[src/rtl/mole_scheduler.sv]
// mole_scheduler: lights one pseudo-random mole at a time and scores it as a hit or a timeout miss.
// Latency: strobes, counts and mask clear are registered, one clock after the deciding cycle.
// Backpressure: none; hit_pulse is sampled every clock and only honoured against the lit mole in ON.
// Optional build macro MOLE_SPEEDUP_EN: each scored hit shortens the lit window.
module mole_scheduler #(
    parameter int          WIDTH      = 18,
    parameter int          ON_CYCLES  = 50000000,
    parameter int          GAP_CYCLES = 12500000,
    parameter logic [15:0] LFSR_SEED  = 16'hACE1,
    parameter int          SCORE_W    = 8
) (
    input  logic                     clk,
    input  logic                     rst_n,
    input  logic                     game_active,
    input  logic [WIDTH-1:0]         hit_pulse,
    output logic [WIDTH-1:0]         active_mask,
    output logic [$clog2(WIDTH)-1:0] mole_idx,
    output logic                     hit_strobe,
    output logic                     miss_strobe,
    output logic [SCORE_W-1:0]       hit_count,
    output logic [SCORE_W-1:0]       miss_count
);

    localparam int          IDX_W    = $clog2(WIDTH);
    // An all-zero seed would lock the LFSR, so it is replaced by 1.
    localparam logic [15:0] SEED     = (LFSR_SEED == 16'h0000) ? 16'h0001 : LFSR_SEED;
    localparam logic [31:0] GAP_LOAD = 32'(GAP_CYCLES - 1);
    localparam logic [31:0] ON_INIT  = 32'(ON_CYCLES);

    typedef enum logic [1:0] {S_IDLE, S_GAP, S_PICK, S_ON} state_t;

    state_t             state_q;
    logic [31:0]        timer_q;
    logic [15:0]        lfsr_q;
    logic [15:0]        lfsr_d;
    logic [WIDTH-1:0]   active_mask_q;
    logic [IDX_W-1:0]   mole_idx_q;
    logic               hit_strobe_q;
    logic               miss_strobe_q;
    logic [SCORE_W-1:0] hit_count_q;
    logic [SCORE_W-1:0] miss_count_q;

    logic [IDX_W-1:0]   cand;
    logic               cand_ok;
    logic               hit;
    logic [31:0]        on_load;
    logic [WIDTH-1:0]   cand_mask;

    // Galois LFSR step, taps x^16+x^14+x^13+x^11+1.
    always_comb begin
        lfsr_d = lfsr_q >> 1;
        if (lfsr_q[0]) begin
            lfsr_d = (lfsr_q >> 1) ^ 16'hB400;
        end
    end

    // Candidate must be a real switch and differ from the previous mole.
    always_comb begin
        cand      = lfsr_q[IDX_W-1:0];
        cand_ok   = (32'(cand) < 32'(WIDTH)) && (cand != mole_idx_q);
        cand_mask = {{(WIDTH-1){1'b0}}, 1'b1} << cand;
        hit       = |(hit_pulse & active_mask_q);
    end

`ifdef MOLE_SPEEDUP_EN
    localparam logic [31:0] ON_FLOOR = ON_INIT >> 2;

    logic [31:0] on_len_q;
    logic [31:0] on_len_d;

    // Shrink the window by one eighth per hit, never below a quarter of the base length.
    always_comb begin
        on_len_d = on_len_q - (on_len_q >> 3);
        if (on_len_d < ON_FLOOR) begin
            on_len_d = ON_FLOOR;
        end
        on_load = on_len_q - 32'd1;
    end
`else
    // Fixed lit window.
    always_comb begin
        on_load = ON_INIT - 32'd1;
    end
`endif

    // Game FSM with registered outputs; LFSR free-runs in every state.
    always_ff @(posedge clk or negedge rst_n) begin
        if (!rst_n) begin
            state_q       <= S_IDLE;
            timer_q       <= '0;
            lfsr_q        <= SEED;
            active_mask_q <= '0;
            mole_idx_q    <= '0;
            hit_strobe_q  <= 1'b0;
            miss_strobe_q <= 1'b0;
            hit_count_q   <= '0;
            miss_count_q  <= '0;
`ifdef MOLE_SPEEDUP_EN
            on_len_q      <= ON_INIT;
`endif
        end else begin
            lfsr_q        <= lfsr_d;
            hit_strobe_q  <= 1'b0;
            miss_strobe_q <= 1'b0;
            if (state_q != S_IDLE && !game_active) begin
                // Abort: drop the in-flight mole silently, keep counts for display.
                state_q       <= S_IDLE;
                active_mask_q <= '0;
            end else begin
                case (state_q)
                    S_IDLE: begin
                        active_mask_q <= '0;
                        if (game_active) begin
                            hit_count_q  <= '0;
                            miss_count_q <= '0;
                            timer_q      <= GAP_LOAD;
                            state_q      <= S_GAP;
`ifdef MOLE_SPEEDUP_EN
                            on_len_q     <= ON_INIT;
`endif
                        end
                    end
                    S_GAP: begin
                        if (timer_q == 32'd0) begin
                            state_q <= S_PICK;
                        end else begin
                            timer_q <= timer_q - 32'd1;
                        end
                    end
                    S_PICK: begin
                        if (cand_ok) begin
                            mole_idx_q    <= cand;
                            active_mask_q <= cand_mask;
                            timer_q       <= on_load;
                            state_q       <= S_ON;
                        end
                    end
                    S_ON: begin
                        // A hit in the final lit cycle beats the timeout.
                        if (hit) begin
                            hit_strobe_q  <= 1'b1;
                            if (hit_count_q != '1) begin
                                hit_count_q <= hit_count_q + 1'b1;
                            end
                            active_mask_q <= '0;
                            timer_q       <= GAP_LOAD;
                            state_q       <= S_GAP;
`ifdef MOLE_SPEEDUP_EN
                            on_len_q      <= on_len_d;
`endif
                        end else if (timer_q == 32'd0) begin
                            miss_strobe_q <= 1'b1;
                            if (miss_count_q != '1) begin
                                miss_count_q <= miss_count_q + 1'b1;
                            end
                            active_mask_q <= '0;
                            timer_q       <= GAP_LOAD;
                            state_q       <= S_GAP;
                        end else begin
                            timer_q <= timer_q - 32'd1;
                        end
                    end
                    default: begin
                        state_q       <= S_IDLE;
                        active_mask_q <= '0;
                    end
                endcase
            end
        end
    end

    assign active_mask = active_mask_q;
    assign mole_idx    = mole_idx_q;
    assign hit_strobe  = hit_strobe_q;
    assign miss_strobe = miss_strobe_q;
    assign hit_count   = hit_count_q;
    assign miss_count  = miss_count_q;

endmodule
[config.mk]
export PLATFORM = sky130hd
export DESIGN_NAME = mole_scheduler
export DESIGN_NICKNAME = d
export VERILOG_FILES = /design/src/rtl/mole_scheduler.sv
export SDC_FILE = /design/constraint.sdc
export NUM_CORES = 1
export LEC_CHECK = 0
export ABC_AREA = 1
export BUFFER_PORTS_ARGS = -buffer_cell sky130_fd_sc_hd__clkbuf_2
export CORE_MARGIN = 4
export CORE_UTILIZATION = 60
export CTS_CLUSTER_SIZE = 12
export DETAILED_ROUTE_END_ITERATION = 12
export MAX_ROUTING_LAYER = met4
export PLACE_DENSITY_LB_ADDON = 0.25
export SYNTH_ARGS = -nofsm -noshare
export SYNTH_HDL_FRONTEND = slang
export SYNTH_SLANG_ARGS = --single-unit
[constraint.sdc]
create_clock -name clk -period 5.3 [get_ports clk]
set_clock_uncertainty 0.15 [all_clocks]
set_input_delay 0.265 -clock clk [delete_from_list [all_inputs] [get_ports clk]]
set_output_delay 0.265 -clock clk [all_outputs]
set_load 0.01 [all_outputs]
# [Word level (Yosys, flattened, before mapping)]
# Cells that the tools add are included.
[classes] muxes=34 n_reduce_logical=15 shift=1 magnitude_cmp=1 eq_ne=18 bitwise_logic=3 addsub=3 multipliers=0 div=0
[op_table] cell="two-way mux 32 bit" count=5
[op_table] cell="one-hot mux 32 bit (4 select lines)" count=1
[op_table] cell="two-way mux 18 bit" count=4
[op_table] cell="one-hot mux 18 bit (3 select lines)" count=1
[op_table] cell="two-way mux 8 bit" count=6
[op_table] cell="zero test 32 bit" count=1
[op_table] cell="one-hot mux 8 bit (2 select lines)" count=2
[op_table] cell="subtractor 32 x 1 -> 32 bit, second input constant" count=1
[op_table] cell="AND 18 bit" count=1
[op_table] cell="OR reduction 18 bit" count=1
[op_table] cell="left shift 1 x 5 -> 18 bit, first input constant" count=1
[op_table] cell="adder 8 x 1 -> 8 bit, second input constant" count=2
[op_table] cell="two-way mux 16 bit" count=1
[op_table] cell="inequality test 2 bit, second input constant" count=8
[op_table] cell="inequality test 8 bit, second input constant" count=2
[op_table] cell="two-way mux 2 bit" count=6
[op_table] cell="inequality test 3 bit, second input constant" count=3
[op_table] cell="one-hot mux 2 bit (4 select lines)" count=1
[op_table] cell="AND reduction 4 bit" count=2
[op_table] cell="two-way mux 1 bit" count=7
[op_table] cell="AND reduction 3 bit" count=2
[op_table] cell="AND reduction 6 bit" count=1
[op_table] cell="< comparator 5 bit, second input constant" count=1
[op_table] cell="inequality test 5 bit" count=1
[op_table] cell="11 further kinds" count=14
[word_totals] mem_count=0 ram_bits=0 reg_bits=91 latchBits=0 output_inout_bits=41 elab_cells=84 rom_bits=0 input_bits=21

# [Longest topological paths before layout]
[logic_depth] ltp_word=5 depth_mapped=14 depth_no_buf=13

# [Worst setup path after synthesis]
# No wires, ideal clock.
[synth_path] path_kind="flip-flop to flip-flop" from="register timer_q[0]" to="register active_mask_q[16] (netlist: active_mask[16])" slack_ns=3.341 stages_incl_launch_ff=13 path_buffers=1 setup_ns=0.118 t_arrival_ns=1.690 cell_sequence="dfrtp_1 > inv_1 > ha_1 > nand2_4 > nor2_8 > nand2_2 > nor2_4 > nand2_4 > nand3_4 > o21ai_4 > buf_6 > nand2_1 > o21ai_2"
[synth_between] elab_chain_cells=3
[synth_lines] element="from (decl)" line_no="33" rtl="logic [31:0] timer_q;"
[synth_lines] element="from (signal assigned)" line_no="127" rtl="timer_q <= timer_q - 32'd1;"
[synth_lines] element="from (signal assigned)" line_no="134" rtl="timer_q <= on_load;"
[synth_lines] element="from (signal assigned)" line_no="160" rtl="timer_q <= timer_q - 32'd1;"
[synth_lines] element="zero test 32 bit" line_no="151" rtl="end else if (timer_q == 32'd0) begin"
[synth_lines] element="inequality test 4 bit (no source line)"
[synth_lines] element="AND reduction 3 bit (no source line)"
[synth_lines] element="to (signal assigned)" line_no="133" rtl="active_mask_q <= cand_mask;"
[synth_lines] element="to (decl)" line_no="36" rtl="logic [WIDTH-1:0] active_mask_q;"
# No other way between the ends.
# A chain may end at the register's enable or synchronous reset.

# [Final worst setup path]
[layout_path] from="register state_q[0]" to="register hit_count_q[6] (netlist: hit_count[6])"
[layout_between] elab_chain_cells=4
[layout_lines] element="from (decl)" line_no="32" rtl="state_t state_q;"
[layout_lines] element="from (signal assigned)" line_no="89" rtl="state_q <= S_IDLE;"
[layout_lines] element="from (signal assigned)" line_no="107" rtl="state_q <= S_IDLE;"
[layout_lines] element="from (signal assigned)" line_no="117" rtl="state_q <= S_GAP;"
[layout_lines] element="branches (longest 4 deep; another with AND reduction 5 bit)"
[layout_lines] element="to (signal assigned)" line_no="143" rtl="hit_count_q <= hit_count_q + 1'b1;"
[layout_lines] element="to (decl)" line_no="40" rtl="logic [SCORE_W-1:0] hit_count_q;"
# Parallel ways; which one is timed is not known.

==> flow_metrics.tcl <==
set metrics [dict create \
    synth_area_sq_um 5650 \
    finalPower_mw 2.51 \
    ant_nets 0 \
    routedWlPerCell_um 14.5 \
    synth.distinct_cells 39 \
    path_clk_slew_ns 0.10 \
    max_cap_violations 0 \
    slowest_stage "ha_1" \
    cts_setup_buffers 0 \
    gr-usage-met2_pct 42.6 \
    finalMaxSlewViolations 0 \
    cts_max_path_buffers 2 \
    synth-seq-cells 91 \
    placed_area_sq_um 5980 \
    die_y_um 105 \
    synth_nets 813 \
    rr_worst_depth 7 \
    holdPathStages 0 \
    crit_chain "ha_1 -> inv_1 -> nand3_1 -> nand2_1 -> inv_1 -> nand2_1 -> nand2_1" \
    nets 871 \
    num_rows 35 \
    dr_total_vias 5211 \
    routed_wl_mm 13.9 \
    globalplace.congestion 0.976 \
    yosys_warnings 0 \
    io_buffers 61 \
    setup_tns_ns 0 \
    grt-busiest-layer "met2" \
    synth_edf_count 0 \
    cts_tree "yes" \
    timing.final.hold_violations 0 \
    grt_use_met1_pct 37.0 \
    cp-end-kind "register" \
    start_kind "register" \
    cp_top_family "adder cells" \
    nFillCells 784 \
    cp.depth 7 \
    htree_levels 3 \
    core_area_sq_um 9200 \
    layout_commonest_cell "nand2_1" \
    cts_made_buffers 9 \
    synthFlopType "dfrtp_1" \
    min_period_ns 2.70 \
    max-slew-margin-rel_pct 30.8 \
    ir_drop_uv 257 \
    grt_first_pass_wirelength_mm 23.8 \
    worst_slew_pin_slew_ns 1.03 \
    power_density_nw_per_um2 404 \
    die_area_sq_um 11000 \
    grt_remaining_overflow 0 \
    clock-sinks 91 \
    drive_above_1_share_pct 16.9 \
    track_usage_pct 26.9 \
    synth_cells 785 \
    pin_count 62 \
    hpwl_mm 10.3 \
    critPathRequiredTime_ns 5.46 \
    design_area_sq_um 6210 \
    finalCritPeriodShare_pct 50.9 \
    synth_area_per_cell_sq_um 7.19 \
    antenna_found_initial 0 \
    critPathBufInv 2 \
    crit_fanout 24 \
    syn2layout_area_growth_pct 10.0 \
    max_stage_delay_ns 0.79 \
    clk_latency_ns 0.37 \
    setup_viol 0 \
    grt_pass1_vias 4976 \
    cp_common_cell "nand2_1" \
    diodes 0 \
    p_leak_nw 3.33 \
    yosysSeqAreaShare_pct 40.5 \
    final_cell_mix "nand2_1, nor2_1, dfrtp_1" \
    first_pass_iters 5 \
    path_class "reg2reg" \
    die_w_um 105 \
    async_reset_ff_share_pct 100 \
    grtUsageMet3_pct 3.64 \
    fmax_mhz 371 \
    initial_core_util_pct 61.4 \
    crit_arrival_ns 2.85 \
    drt_iter0_markers 323 \
    rsz0062_at_grt "false" \
    outcome "complete, no violations" \
    ctsRootBufferMaster "clkbuf_8" \
    hold_class "reg2reg" \
    drc 0 \
    grt_max_degree 62 \
    vias_per_cell 5.43 \
]
power breakdown:
group | switching (mW) | internal (mW)
combinational | 0.769 | 0.301
sequential | 0.130 | 0.786
clock | 0.289 | 0.232
path summary, 6_finish.rpt:
path	to	slack, ns	startpoint
max	hit_count[6]	2.60	state_q[0]
min	lfsr_q[6]	0.21	lfsr_q[7]
max reg2reg	hit_count[6]	2.60	state_q[0]
min reg2reg	lfsr_q[6]	0.21	lfsr_q[7]
max in group asynchronous	state_q[0]	3.65	rst_n
min in group asynchronous	timer_q[6]	0.22	rst_n
cell type report:
| class | count | area [sq um] | share of cell area, % |
|---|---|---|---|
| Tap cell | 111 | 139 | 2.24 |
| Sequential cell | 91 | 2290 | 36.8 |
| Timing Repair Buffer | 63 | 325 | 5.24 |
| Clock inverter | 7 | 93.8 | 1.51 |
| Multi-Input combinational cell | 608 | 2980 | 48.0 |
| Inverter | 70 | 263 | 4.23 |
| Clock buffer | 9 | 124 | 1.99 |
metal layers:
metal	wire (um)	vias up
li1	-	2601
met1	6340	2421
met2	6620	165
met3	674	24
met4	228	0
met5	0	-
flip-flops by register name, indices dropped and copies added, names as in the netlist:
| name | count |
|---|---|
| timer_q | 32 |
| miss_strobe | 1 |
| state_q | 2 |
| active_mask | 18 |
| hit_strobe | 1 |
| mole_idx | 5 |
| hit_count | 8 |
| miss_count | 8 |
| lfsr_q | 16 |
synth_stat cells (3+ instances only):
master / count / share of area [%]
nand2_1: 287 / 19
nor2_1: 103 / 6.8
dfrtp_1: 83 / 37
inv_1: 62 / 4.1
nand3_1: 42 / 3.7
o21ai_0: 30 / 2.7
nand4_1: 22 / 2.4
xor2_1: 21 / 3.3
o21ai_2: 18 / 2.8
a21oi_1: 13 / 1.2
nor3_1: 11 / 0.98
dfstp_2: 8 / 3.7
nor2_2: 8 / 0.89
nor2_4: 8 / 1.6
ha_1: 7 / 1.6
inv_2: 7 / 0.47
buf_6: 6 / 1.2
nand2_2: 6 / 0.66
o21ai_1: 6 / 0.53
xnor2_1: 6 / 0.93
clkbuf_1: 5 / 0.33
nand2_4: 3 / 0.60
kinds of logic (layout without fill, tap and decap cells):
logic type | Yosys count | count (layout) | share of synthesized area, %
fa+ha+maj | 7 | 7 | 1.55
simple gates | 499 | 499 | 38.7
compound gates | 75 | 75 | 8.36
xor+xnor | 27 | 27 | 4.19
buf+inv | 86 | 149 | 6.69
flops | 91 | 91 | 40.5
through the flow:
step           util [%]  hold slack (ns)  instances  setup WS [ns]
2_1_floorplan         -           -0.181        785           3.34
3_3_place_gp       65.1           0.0749        942           2.80
3_5_place_dp       65.1           0.0838        942           2.68
4_1_cts            67.6            0.216        959           2.65
5_1_grt            67.6            0.222        959           2.34
6_report           67.6            0.212        959           2.60
what timing repair did:
item / 4_1_cts / 5_1_grt
gates resized for setup: 0 / 0
hold buffers: 1 / 0
hold endpoints to repair: 30 / 0
worst reg2reg max path, cell delays in order (launching register included):
cell and delay, ns:
dfrtp_1 0.39, ha_1 0.79, inv_1 0.51, nand3_1 0.25, nand2_1 0.25, inv_1 0.19
nand2_1 0.07, nand2_1 0.06
Note: power is estimated with default switching activity, not from simulation.
